===== src/rtl/fib_monitor.sv =====
// rtl/fib_monitor.sv - Fibonacci recurrence checker with term statistics and show-ahead output FIFO
//
// Purpose:
//   Samples each newly loaded term from the Fibonacci sequencer. Every sample
//   from the third one onwards is checked against p1+p2 mod 2^WIDTH. The
//   monitor keeps saturating sample and mismatch counts and sticky error, wrap
//   and drop flags. Samples are buffered in a DEPTH-entry show-ahead FIFO and
//   handed to a consumer over a valid/ready handshake.
//
// Ports:
//   clock      - single clock, all state updates on posedge
//   reset      - asynchronous active-low reset
//   fib_in     - term from the sequencer output
//   fib_valid  - fib_in holds a newly loaded term this cycle
//   clear      - synchronous clear; same effect as reset; has priority
//   out_data   - FIFO head term (holds the last head value while empty)
//   out_valid  - FIFO not empty
//   out_ready  - consumer accepts out_data this cycle
//   term_count - terms sampled, saturating
//   err_count  - recurrence mismatches, saturating
//   err        - sticky: at least one mismatch
//   wrapped    - sticky: a checked term's true sum exceeded 2^WIDTH-1
//   dropped    - sticky: a term was lost to a full FIFO

module fib_monitor #(
  parameter int WIDTH = 8,
  parameter int DEPTH = 4,
  parameter int CNT_W = 8
) (
  input  logic             clock,
  input  logic             reset,
  input  logic [WIDTH-1:0] fib_in,
  input  logic             fib_valid,
  input  logic             clear,
  output logic [WIDTH-1:0] out_data,
  output logic             out_valid,
  input  logic             out_ready,
  output logic [CNT_W-1:0] term_count,
  output logic [CNT_W-1:0] err_count,
  output logic             err,
  output logic             wrapped,
  output logic             dropped
);

  localparam int PTR_W = $clog2(DEPTH);
  localparam int OCC_W = $clog2(DEPTH + 1);

  localparam logic [OCC_W-1:0] OCC_FULL = OCC_W'(DEPTH);
  localparam logic [OCC_W-1:0] OCC_ONE  = OCC_W'(1);
  localparam logic [PTR_W-1:0] PTR_ONE  = PTR_W'(1);
  localparam logic [CNT_W-1:0] CNT_MAX  = '1;
  localparam logic [CNT_W-1:0] CNT_ONE  = CNT_W'(1);
  localparam logic [CNT_W-1:0] CNT_TWO  = CNT_W'(2);

  // ---------------------------------------------------------------------------
  // State
  // ---------------------------------------------------------------------------
  logic [WIDTH-1:0] mem_q [DEPTH];
  logic [WIDTH-1:0] mem_d [DEPTH];
  logic [PTR_W-1:0] wr_ptr_q, wr_ptr_d;
  logic [PTR_W-1:0] rd_ptr_q, rd_ptr_d;
  logic [OCC_W-1:0] occ_q, occ_d;
  logic [WIDTH-1:0] last_head_q, last_head_d;

  logic [WIDTH-1:0] p1_q, p1_d;
  logic [WIDTH-1:0] p2_q, p2_d;
  logic [CNT_W-1:0] term_cnt_q, term_cnt_d;
  logic [CNT_W-1:0] err_cnt_q, err_cnt_d;
  logic             err_q, err_d;
  logic             wrapped_q, wrapped_d;
  logic             dropped_q, dropped_d;

  // ---------------------------------------------------------------------------
  // Datapath decisions
  // ---------------------------------------------------------------------------
  logic             fifo_empty;
  logic             fifo_full;
  logic             fifo_pop;
  logic             fifo_push;
  logic             fifo_drop;
  logic [WIDTH:0]   sum_full;
  logic             check_en;
  logic             mismatch;
  logic             carry;

  always_comb begin
    fifo_empty = (occ_q == '0);
    fifo_full  = (occ_q == OCC_FULL);
    // A pop can only happen while something is held, so a push into an empty
    // FIFO never pairs with a pop.
    fifo_pop   = !fifo_empty && out_ready;
    // When full, a same-cycle pop frees the slot the new sample lands in.
    fifo_push  = fib_valid && (!fifo_full || fifo_pop);
    fifo_drop  = fib_valid && fifo_full && !fifo_pop;

    sum_full   = {1'b0, p1_q} + {1'b0, p2_q};
    // The first two samples only seed the history.
    check_en   = fib_valid && (term_cnt_q >= CNT_TWO);
    mismatch   = check_en && (fib_in != sum_full[WIDTH-1:0]);
    carry      = check_en && sum_full[WIDTH];
  end

  // ---------------------------------------------------------------------------
  // Next state
  // ---------------------------------------------------------------------------
  always_comb begin
    mem_d       = mem_q;
    wr_ptr_d    = wr_ptr_q;
    rd_ptr_d    = rd_ptr_q;
    occ_d       = occ_q;
    last_head_d = last_head_q;
    p1_d        = p1_q;
    p2_d        = p2_q;
    term_cnt_d  = term_cnt_q;
    err_cnt_d   = err_cnt_q;
    err_d       = err_q;
    wrapped_d   = wrapped_q;
    dropped_d   = dropped_q;

    if (clear) begin
      for (int i = 0; i < DEPTH; i++) begin
        mem_d[i] = '0;
      end
      wr_ptr_d    = '0;
      rd_ptr_d    = '0;
      occ_d       = '0;
      last_head_d = '0;
      p1_d        = '0;
      p2_d        = '0;
      term_cnt_d  = '0;
      err_cnt_d   = '0;
      err_d       = 1'b0;
      wrapped_d   = 1'b0;
      dropped_d   = 1'b0;
    end else begin
      // Sampling and recurrence statistics run regardless of FIFO state.
      if (fib_valid) begin
        p2_d = p1_q;
        p1_d = fib_in;
        if (term_cnt_q != CNT_MAX) begin
          term_cnt_d = term_cnt_q + CNT_ONE;
        end
      end

      if (mismatch) begin
        err_d = 1'b1;
        if (err_cnt_q != CNT_MAX) begin
          err_cnt_d = err_cnt_q + CNT_ONE;
        end
      end

      if (carry) begin
        wrapped_d = 1'b1;
      end

      if (fifo_drop) begin
        dropped_d = 1'b1;
      end

      // FIFO
      if (fifo_push) begin
        mem_d[wr_ptr_q] = fib_in;
        wr_ptr_d        = wr_ptr_q + PTR_ONE;
      end

      if (fifo_pop) begin
        // Remember the departing head so out_data holds it once empty.
        last_head_d = mem_q[rd_ptr_q];
        rd_ptr_d    = rd_ptr_q + PTR_ONE;
      end

      case ({fifo_push, fifo_pop})
        2'b10:   occ_d = occ_q + OCC_ONE;
        2'b01:   occ_d = occ_q - OCC_ONE;
        default: occ_d = occ_q;
      endcase
    end
  end

  // ---------------------------------------------------------------------------
  // State registers
  // ---------------------------------------------------------------------------
  always_ff @(posedge clock or negedge reset) begin
    if (!reset) begin
      for (int i = 0; i < DEPTH; i++) begin
        mem_q[i] <= '0;
      end
      wr_ptr_q    <= '0;
      rd_ptr_q    <= '0;
      occ_q       <= '0;
      last_head_q <= '0;
      p1_q        <= '0;
      p2_q        <= '0;
      term_cnt_q  <= '0;
      err_cnt_q   <= '0;
      err_q       <= 1'b0;
      wrapped_q   <= 1'b0;
      dropped_q   <= 1'b0;
    end else begin
      for (int i = 0; i < DEPTH; i++) begin
        mem_q[i] <= mem_d[i];
      end
      wr_ptr_q    <= wr_ptr_d;
      rd_ptr_q    <= rd_ptr_d;
      occ_q       <= occ_d;
      last_head_q <= last_head_d;
      p1_q        <= p1_d;
      p2_q        <= p2_d;
      term_cnt_q  <= term_cnt_d;
      err_cnt_q   <= err_cnt_d;
      err_q       <= err_d;
      wrapped_q   <= wrapped_d;
      dropped_q   <= dropped_d;
    end
  end

  // ---------------------------------------------------------------------------
  // Outputs: all derived from registers only
  // ---------------------------------------------------------------------------
  assign out_valid  = !fifo_empty;
  assign out_data   = fifo_empty ? last_head_q : mem_q[rd_ptr_q];
  assign term_count = term_cnt_q;
  assign err_count  = err_cnt_q;
  assign err        = err_q;
  assign wrapped    = wrapped_q;
  assign dropped    = dropped_q;

endmodule


===== config.mk =====
export PLATFORM = sky130hd
export DESIGN_NAME = fib_monitor
export DESIGN_NICKNAME = d
export VERILOG_FILES = /design/src/rtl/fib_monitor.sv
export SDC_FILE = /design/constraint.sdc
export NUM_CORES = 1
export LEC_CHECK = 0
export CORE_MARGIN = 2
export CORE_UTILIZATION = 54
export CTS_BUF_LIST = sky130_fd_sc_hd__clkbuf_4 sky130_fd_sc_hd__clkbuf_8
export CTS_CLUSTER_SIZE = 16
export DETAILED_ROUTE_END_ITERATION = 12
export PLACE_DENSITY = 0.8
export SETUP_SLACK_MARGIN = 0.15
export SLEW_MARGIN = 10
export SYNTH_ARGS = -nofsm -noshare
export SYNTH_HDL_FRONTEND = slang
export SYNTH_SLANG_ARGS = --single-unit

===== constraint.sdc =====
create_clock -name clock -period 2.62 [get_ports clock]
set_input_delay 0.655 -clock clock [delete_from_list [all_inputs] [get_ports clock]]
set_output_delay 0.655 -clock clock [all_outputs]
set_load 0.02 [all_outputs]

==> results of run 1 <==
-- synth_stat cells (2+ instances only) --
| cell type | number | area (um2) |
|---|---|---|
| a211oi_1 | 2 | 15.01 |
| a21o_1 | 3 | 22.52 |
| a21oi_1 | 55 | 275.3 |
| and2_1 | 2 | 12.51 |
| and3_1 | 3 | 18.77 |
| buf_1 | 6 | 22.52 |
| clkbuf_1 | 17 | 63.81 |
| dfrtp_1 | 82 | 2052 |
| fa_1 | 2 | 40.04 |
| ha_1 | 15 | 187.7 |
| inv_1 | 4 | 15.01 |
| mux2_2 | 8 | 90.09 |
| mux2_4 | 2 | 30.03 |
| mux2i_1 | 20 | 200.2 |
| mux4_2 | 8 | 180.2 |
| nand2_1 | 61 | 229.0 |
| nand2b_1 | 3 | 18.77 |
| nand3_1 | 37 | 185.2 |
| nand4_1 | 3 | 18.77 |
| nor2_1 | 36 | 135.1 |
| nor2b_1 | 2 | 12.51 |
| nor3_1 | 3 | 15.01 |
| nor4_1 | 2 | 12.51 |
| o21ai_0 | 5 | 25.02 |
| o21ai_1 | 5 | 25.02 |
| or3_1 | 8 | 50.05 |
| xnor2_1 | 10 | 87.58 |
| xor2_1 | 9 | 78.83 |
-- power breakdown --
group | internal (mW) | switching, mW | total (mW) | leakage, nW
combinational | 0.535 | 0.612 | 1.15 | 1.14
clock | 0.411 | 0.449 | 0.861 | 0.0923
sequential | 1.36 | 0.0730 | 1.43 | 1.12
total | 2.30 | 1.13 | 3.44 | 2.36
-- registers in the layout, summed over array words and instances, names as in the netlist --
signal       count
rd_ptr_q         2
err              1
occ_q            3
mem_q           32
p1_q             8
term_count       8
dropped          1
wrapped          1
p2_q             8
wr_ptr_q         2
last_head_q      8
err_count        8
-- cell families (layout without fill, tap and decap cells) --
kind of cell / after synthesis / count (layout)
AOI/OAI and AO/OA: 80 / 80
xor gates and xnor gates: 20 / 20
adders and majority gates: 17 / 17
buffers and inverters: 30 / 94
DFF: 82 / 82
muxes: 38 / 38
and+or+nand+nor: 169 / 169
-- layer usage --
| metal | wire, um | GRT usage | up-vias |
|---|---|---|---|
| met4 | 244 | 0.1027 | 0 |
| met2 | 5114 | 0.4161 | 96 |
| met3 | 439 | 0.05056 | 16 |
| li1 | - | - | 1646 |
| met1 | 4370 | 0.3285 | 1735 |
| met5 | 0 | 0 | - |
-- area by class of cell --
type	count	area share
Sequential cell	82	0.3858
Multi-Input combinational cell	324	0.4198
Tap cell	102	0.02398
Inverter	5	0.003526
Timing Repair Buffer	74	0.1333
Clock inverter	2	0.002351
Clock buffer	13	0.03126
-- worst paths after layout --
kind                                       to  slack [ns]  depth (start not counted)
worst max-delay path             err_count[2]       -0.02                         10
worst min-delay path            term_count[4]        0.25                          1
worst max register to register   err_count[2]       -0.02                         10
worst min register to register        dropped        0.52                          2
max in group asynchronous           mem_q[20]        1.75                          2
min in group clock                    dropped        0.52                          2
-- critical path, cell delays in order, from the launching register on --
cell and delay, ns:
dfrtp_1 0.39, ha_2 0.20, fa_2 0.36, a211oi_2 0.25, o21bai_1 0.13, a21oi_2 0.20
xnor2_2 0.12, nor4_4 0.46, buf_2 0.23, o21ai_1 0.06, a21oi_1 0.15
-- stage by stage --
| step | util | setup slack, ns | total power, mW | hold slack (ns) | TNS, ns |
|---|---|---|---|---|---|
| 2_1_floorplan | - | 0.1968 | 2.078 | 0.3594 | 0 |
| 3_3_place_gp | 0.6453 | -0.1014 | 2.433 | 0.4747 | -0.7090 |
| 3_5_place_dp | 0.6453 | -0.1506 | 2.468 | 0.5096 | -1.153 |
| 4_1_cts | 0.6699 | 0.01314 | 3.325 | 0.2605 | 0 |
| 5_1_grt | 0.6852 | -0.1718 | 3.608 | 0.2730 | -1.265 |
| 6_report | 0.6852 | -0.02429 | 3.436 | 0.2543 | -0.09508 |
-- timing repair --
action	CTS	global route
setup buffers	3	1
pin swaps	13	1
resized for setup	39	26
endpoints found under the setup margin	18	17
cloned	1	1
==> flow_metrics.env, run 1 <==
export IMPL_dieArea_um2=8773
export IMPL_grt_pass1_wl_um=17020
export IMPL_synth_edff_count=0
export IMPL_n_fill_cell=591
export IMPL_grt_pass1_vias=3467
export IMPL_multi_input_area_um2=2235
export IMPL_htreeDepth=3
export IMPL_yosys_warnings=0
export IMPL_crit_required_ns=2.90
export IMPL_power_density_nw_per_um2=645.6
export IMPL_via_per_inst=5.802
export IMPL_synth_fa_ha_area_frac=0.05245
export IMPL_clkSlewWorstSetupHoldPaths_ns=0.08
export IMPL_drtPass1Iterations=5
export IMPL_cts_sinks=82
export IMPL_placement_rows=32
export IMPL_grt_overflow_total=0
export IMPL_dpl_cell_count=581
export IMPL_cts_buffer_depth=2
export IMPL_insertion_delay_ns=0.36
export IMPL_synthCells=436
export IMPL_io_pins=41
export IMPL_core_um2=7767
export IMPL_slew_headroom=0.5922
export IMPL_antenna_left=0
export IMPL_ir_worst_vdd_mv=0.2937
export IMPL_synth_seq_cells=82
export IMPL_cts_root_buf="clkbuf_8"
export IMPL_synth_avg_cell_area_um2=9.958
export IMPL_r2r_start="p1_q[0]"
export IMPL_setup_viol=8
export IMPL_portBuffers=40
export IMPL_postCtsHoldBufs=0
export IMPL_diodes=0
export IMPL_synth_top_family_by_area="simple AND/OR/NAND/NOR gates"
export IMPL_cts_buffers_inserted=9
export IMPL_synth_xor_area_share=0.04207
export IMPL_crit_fanout=6
export IMPL_violations="setup timing"
export IMPL_synth_compound_area_frac=0.1052
export IMPL_grt_max_degree=57
export IMPL_endpoint_kind="flop"
export IMPL_critPathLaunchType="flop"
export IMPL_initial_core_util=0.5590
export IMPL_drt_initial_drc_count=265
export IMPL_synthMuxAreaShare=0.1153
export IMPL_drv_slew=0
export IMPL_drc_errors=0
export IMPL_synth_simple_area_share=0.1844
export IMPL_register_area_um2=2053
export IMPL_grt_use_total=0.2523
export IMPL_layout_commonest_cell="dfrtp_1"
export IMPL_antenna_found_initial=0
export IMPL_finalHoldViolations=0
export IMPL_nNetsFinal=526
export IMPL_fin_skew_ns=0.005990
export IMPL_max_cap_violations=0
export IMPL_min_path_type="in -> async"
export IMPL_synth_cell_type_count=51
export IMPL_layout_common_cells="dfrtp_1 (81), nand2_1 (61), a21oi_1 (54)"
export IMPL_place_area_um2=5012
export IMPL_dieHeight_um=93.67
export IMPL_syn_to_final_growth_pct=22.59
export IMPL_die_w_um=93.67
export IMPL_async_flop_share=1.000
export IMPL_worst_slew_pin_slew_ns=0.6110
export IMPL_outcome="complete, but fails checks"
export IMPL_leakagePower_nw=2.358
export IMPL_rsz0062_at_grt="true"
export IMPL_post_synth_instance_area_um2=4342
export IMPL_postLayoutCellArea_um2=5323
export IMPL_ys_flop_type="dfrtp_1"
export IMPL_fin_crit_sh=1.009
export IMPL_syn_num_nets=466
export IMPL_postRouteWirelength_um=10170
export IMPL_cp_data_arrival_time_ns=2.92
export IMPL_fin_crit_ns=2.644
export IMPL_startpoint="p1_q[0]"
export IMPL_dp_hpwl_um=6791
export IMPL_yosysSeqAreaShare=0.4726
export IMPL_crit_type="reg -> reg"
export IMPL_drive_gt1_frac=0.1940
export IMPL_clock_fmax_mhz=378.2
export IMPL_setup_slack_ns=-0.02429
export IMPL_wl_per_cell_um=16.89
export IMPL_gp_congestion=0.8314
export IMPL_cts_tree="built"
export IMPL_dr_total_vias=3493
export IMPL_final_cells=602
No activity file was read; power rests on OpenSTA's default activity.
==> inputs of run 2 (changes only) <==
--- a/config.mk
+++ b/config.mk
@@ -11,7 +11,7 @@
 export CTS_CLUSTER_SIZE = 16
 export DETAILED_ROUTE_END_ITERATION = 12
 export PLACE_DENSITY = 0.8
-export SETUP_SLACK_MARGIN = 0.15
+export SETUP_SLACK_MARGIN = 0.1
 export SLEW_MARGIN = 10
 export SYNTH_ARGS = -nofsm -noshare
 export SYNTH_HDL_FRONTEND = slang
==> run 2 against run 1 <==
Against the previous run:
- the run now ends clean
- combinational power increased by 4%
- final cell count increased by 0.50%
- worst setup slack improved by 0.030 ns
- sequential power about the same
- via count increased by 1.5%
- power increased by 0.87%
- wire length increased by 0.19%
- clock skew increased by 0.0042 ns
- register-to-register slack improved by 0.04 ns
==> flow_metrics.env, run 2 (synthesized netlist as in run 1, its figures left out) <==
export IMPL_fin_crit_sh=0.9976
export IMPL_rsz0062_at_grt="true"
export IMPL_grt_max_degree=84
export IMPL_dp_slack_ns=-0.1321
export IMPL_p_total_mw=3.466
export IMPL_dr_total_vias=3547
export IMPL_gp_congestion=0.7947
export IMPL_finalHoldViolations=0
export IMPL_outcome="finished, final reports clean"
export IMPL_crit_fanout=5
export IMPL_cts_buffers_inserted=9
export IMPL_initial_core_util=0.5590
export IMPL_fin_skew_ns=0.01020
export IMPL_cp_data_arrival_time_ns=1.96
export IMPL_cts_sinks=82
export IMPL_drc_errors=0
export IMPL_grt_pass1_vias=3578
export IMPL_core_um2=7767
export IMPL_grt_use_total=0.2533
export IMPL_ir_worst_vdd_mv=0.2607
export IMPL_r2r_slack_ns=0.02
export IMPL_postRouteWirelength_um=10190
export IMPL_min_path_type="in -> async"
export IMPL_wl_per_cell_um=16.84
export IMPL_drtPass1Iterations=4
export IMPL_cts_tree="built"
export IMPL_insertion_delay_ns=0.36
export IMPL_io_pins=41
export IMPL_power_density_nw_per_um2=643.5
export IMPL_clkSlewWorstSetupHoldPaths_ns=0.09
export IMPL_antenna_left=0
export IMPL_max_cap_violations=0
export IMPL_portBuffers=40
export IMPL_worst_slew_pin_slew_ns=0.7334
export IMPL_setup_viol=0
export IMPL_largest_register_ffs=32
export IMPL_setup_slack_ns=0.006174
export IMPL_cts_root_buf="clkbuf_8"
export IMPL_r2r_cells=9
export IMPL_dieHeight_um=93.67
export IMPL_slew_headroom=0.5105
export IMPL_htreeDepth=3
export IMPL_nNetsFinal=528
export IMPL_antenna_found_initial=0
export IMPL_grt_pass1_wl_um=17370
export IMPL_cts_buffer_depth=2
export IMPL_top_register="mem_q"
export IMPL_drv_slew=0
export IMPL_postCtsHoldBufs=0
export IMPL_via_per_inst=5.863
export IMPL_drt_initial_drc_count=233
export IMPL_final_util=0.6935
export IMPL_rr_endpoint="err_count[0]"
export IMPL_crit_required_ns=1.97
export IMPL_syn_to_final_growth_pct=24.06
export IMPL_dieArea_um2=8773
export IMPL_diodes=0
export IMPL_dp_hpwl_um=6973
export IMPL_placement_rows=32
export IMPL_layout_common_cells="dfrtp_1 (82), nand2_1 (61), a21oi_1 (53)"
export IMPL_timing_hold_ws_ns=0.2411
export IMPL_critPathLaunchType="flop"
export IMPL_leakagePower_nw=2.381
export IMPL_drive_gt1_frac=0.2068
export IMPL_r2r_start="p1_q[0]"
export IMPL_clock_fmax_mhz=382.6
export IMPL_grt_overflow_total=0
export IMPL_crit_type="reg -> out"
export IMPL_layout_commonest_cell="dfrtp_1"
export IMPL_endpoint_kind="output pin"
export IMPL_fin_crit_ns=2.614
export IMPL_die_w_um=93.67
-- run 2: cell types whose count changed in the layout (fill, tap and decap cells not counted), sizes merged --
cell | previous run | this run
inv | 5 | 6
clkinv | 1 | 4
dlygate4sd2 | 1 | 0
clkinvlp | 1 | 2
dlymetal6s2s | 0 | 1
clkbuf | 14 | 9
buf | 43 | 46
-- run 2: final cells by class --
| type | instances | area, um2 |
|---|---|---|
| Timing Repair Buffer | 76 | 753.2 |
| Tap cell | 102 | 127.6 |
| Clock inverter | 7 | 55.05 |
| Fill cell | 577 | 2381 |
| Inverter | 5 | 18.77 |
| Multi-Input combinational cell | 324 | 2256 |
| Clock buffer | 9 | 123.9 |
| Sequential cell | 82 | 2052 |
-- run 2: how the worst max path moves through the flow --
stage | start | to | cells past startpoint
after detailed placement | p1_q[0] | err_count[0] | 9
final | rd_ptr_q[0] | out_data[2] | 5
after floorplan | p1_q[0] | err_count[0] | 9
after CTS | rd_ptr_q[0] | out_data[2] | 5
after global routing | p1_q[0] | err_count[6] | 10
after global placement | p1_q[0] | err_count[5] | 9
-- run 2: where the power goes --
part | total (mW) | leakage (nW) | switching, mW | internal (mW)
Combinational | 1.20 | 1.17 | 0.619 | 0.583
Clock | 0.843 | 0.0858 | 0.493 | 0.350
Sequential | 1.42 | 1.12 | 0.0669 | 1.35
Total | 3.47 | 2.38 | 1.18 | 2.29
-- run 2: per-stage QoR --
stage / area, um2 / TNS, ns / instances
after floorplan: 4342 / 0 / 436
after global placement: 5022 / -0.03598 / 581
after detailed placement: 5022 / -0.9524 / 581
after CTS: 5338 / -0.02511 / 603
after global routing: 5386 / -1.113 / 605
final: 5386 / 0 / 605
-- run 2: what timing repair did --
item	CTS	global route
setup endpoints to repair	18	18
setup buffers	5	2
pin swaps	9	7
resized for setup	63	9
cloned	1	0
-- run 2: metal layers --
metal / global-route usage / share of wire / up-vias
met2: 0.4359 / 0.51 / 109
met4: 0.09058 / 0.022 / 0
met5: 0 / 0 / -
met1: 0.3249 / 0.42 / 1770
met3: 0.04173 / 0.048 / 23
li1: - / - / 1645
-- run 2: worst max-delay path, cell delays in order (launching register included) --
cell	delay, ns
dfrtp_1	0.39
buf_6	0.11
buf_12	0.12
mux4_2	0.55
mux2_4	0.29
buf_6	0.13
==> inputs of run 3 (changes only) <==
--- a/config.mk
+++ b/config.mk
@@ -12,7 +12,6 @@
 export DETAILED_ROUTE_END_ITERATION = 12
 export PLACE_DENSITY = 0.8
 export SETUP_SLACK_MARGIN = 0.1
-export SLEW_MARGIN = 10
 export SYNTH_ARGS = -nofsm -noshare
 export SYNTH_HDL_FRONTEND = slang
 export SYNTH_SLANG_ARGS = --single-unit
==> results of run 3 <==
No change in the layout: final DEF, timing and power equal those of run 2.
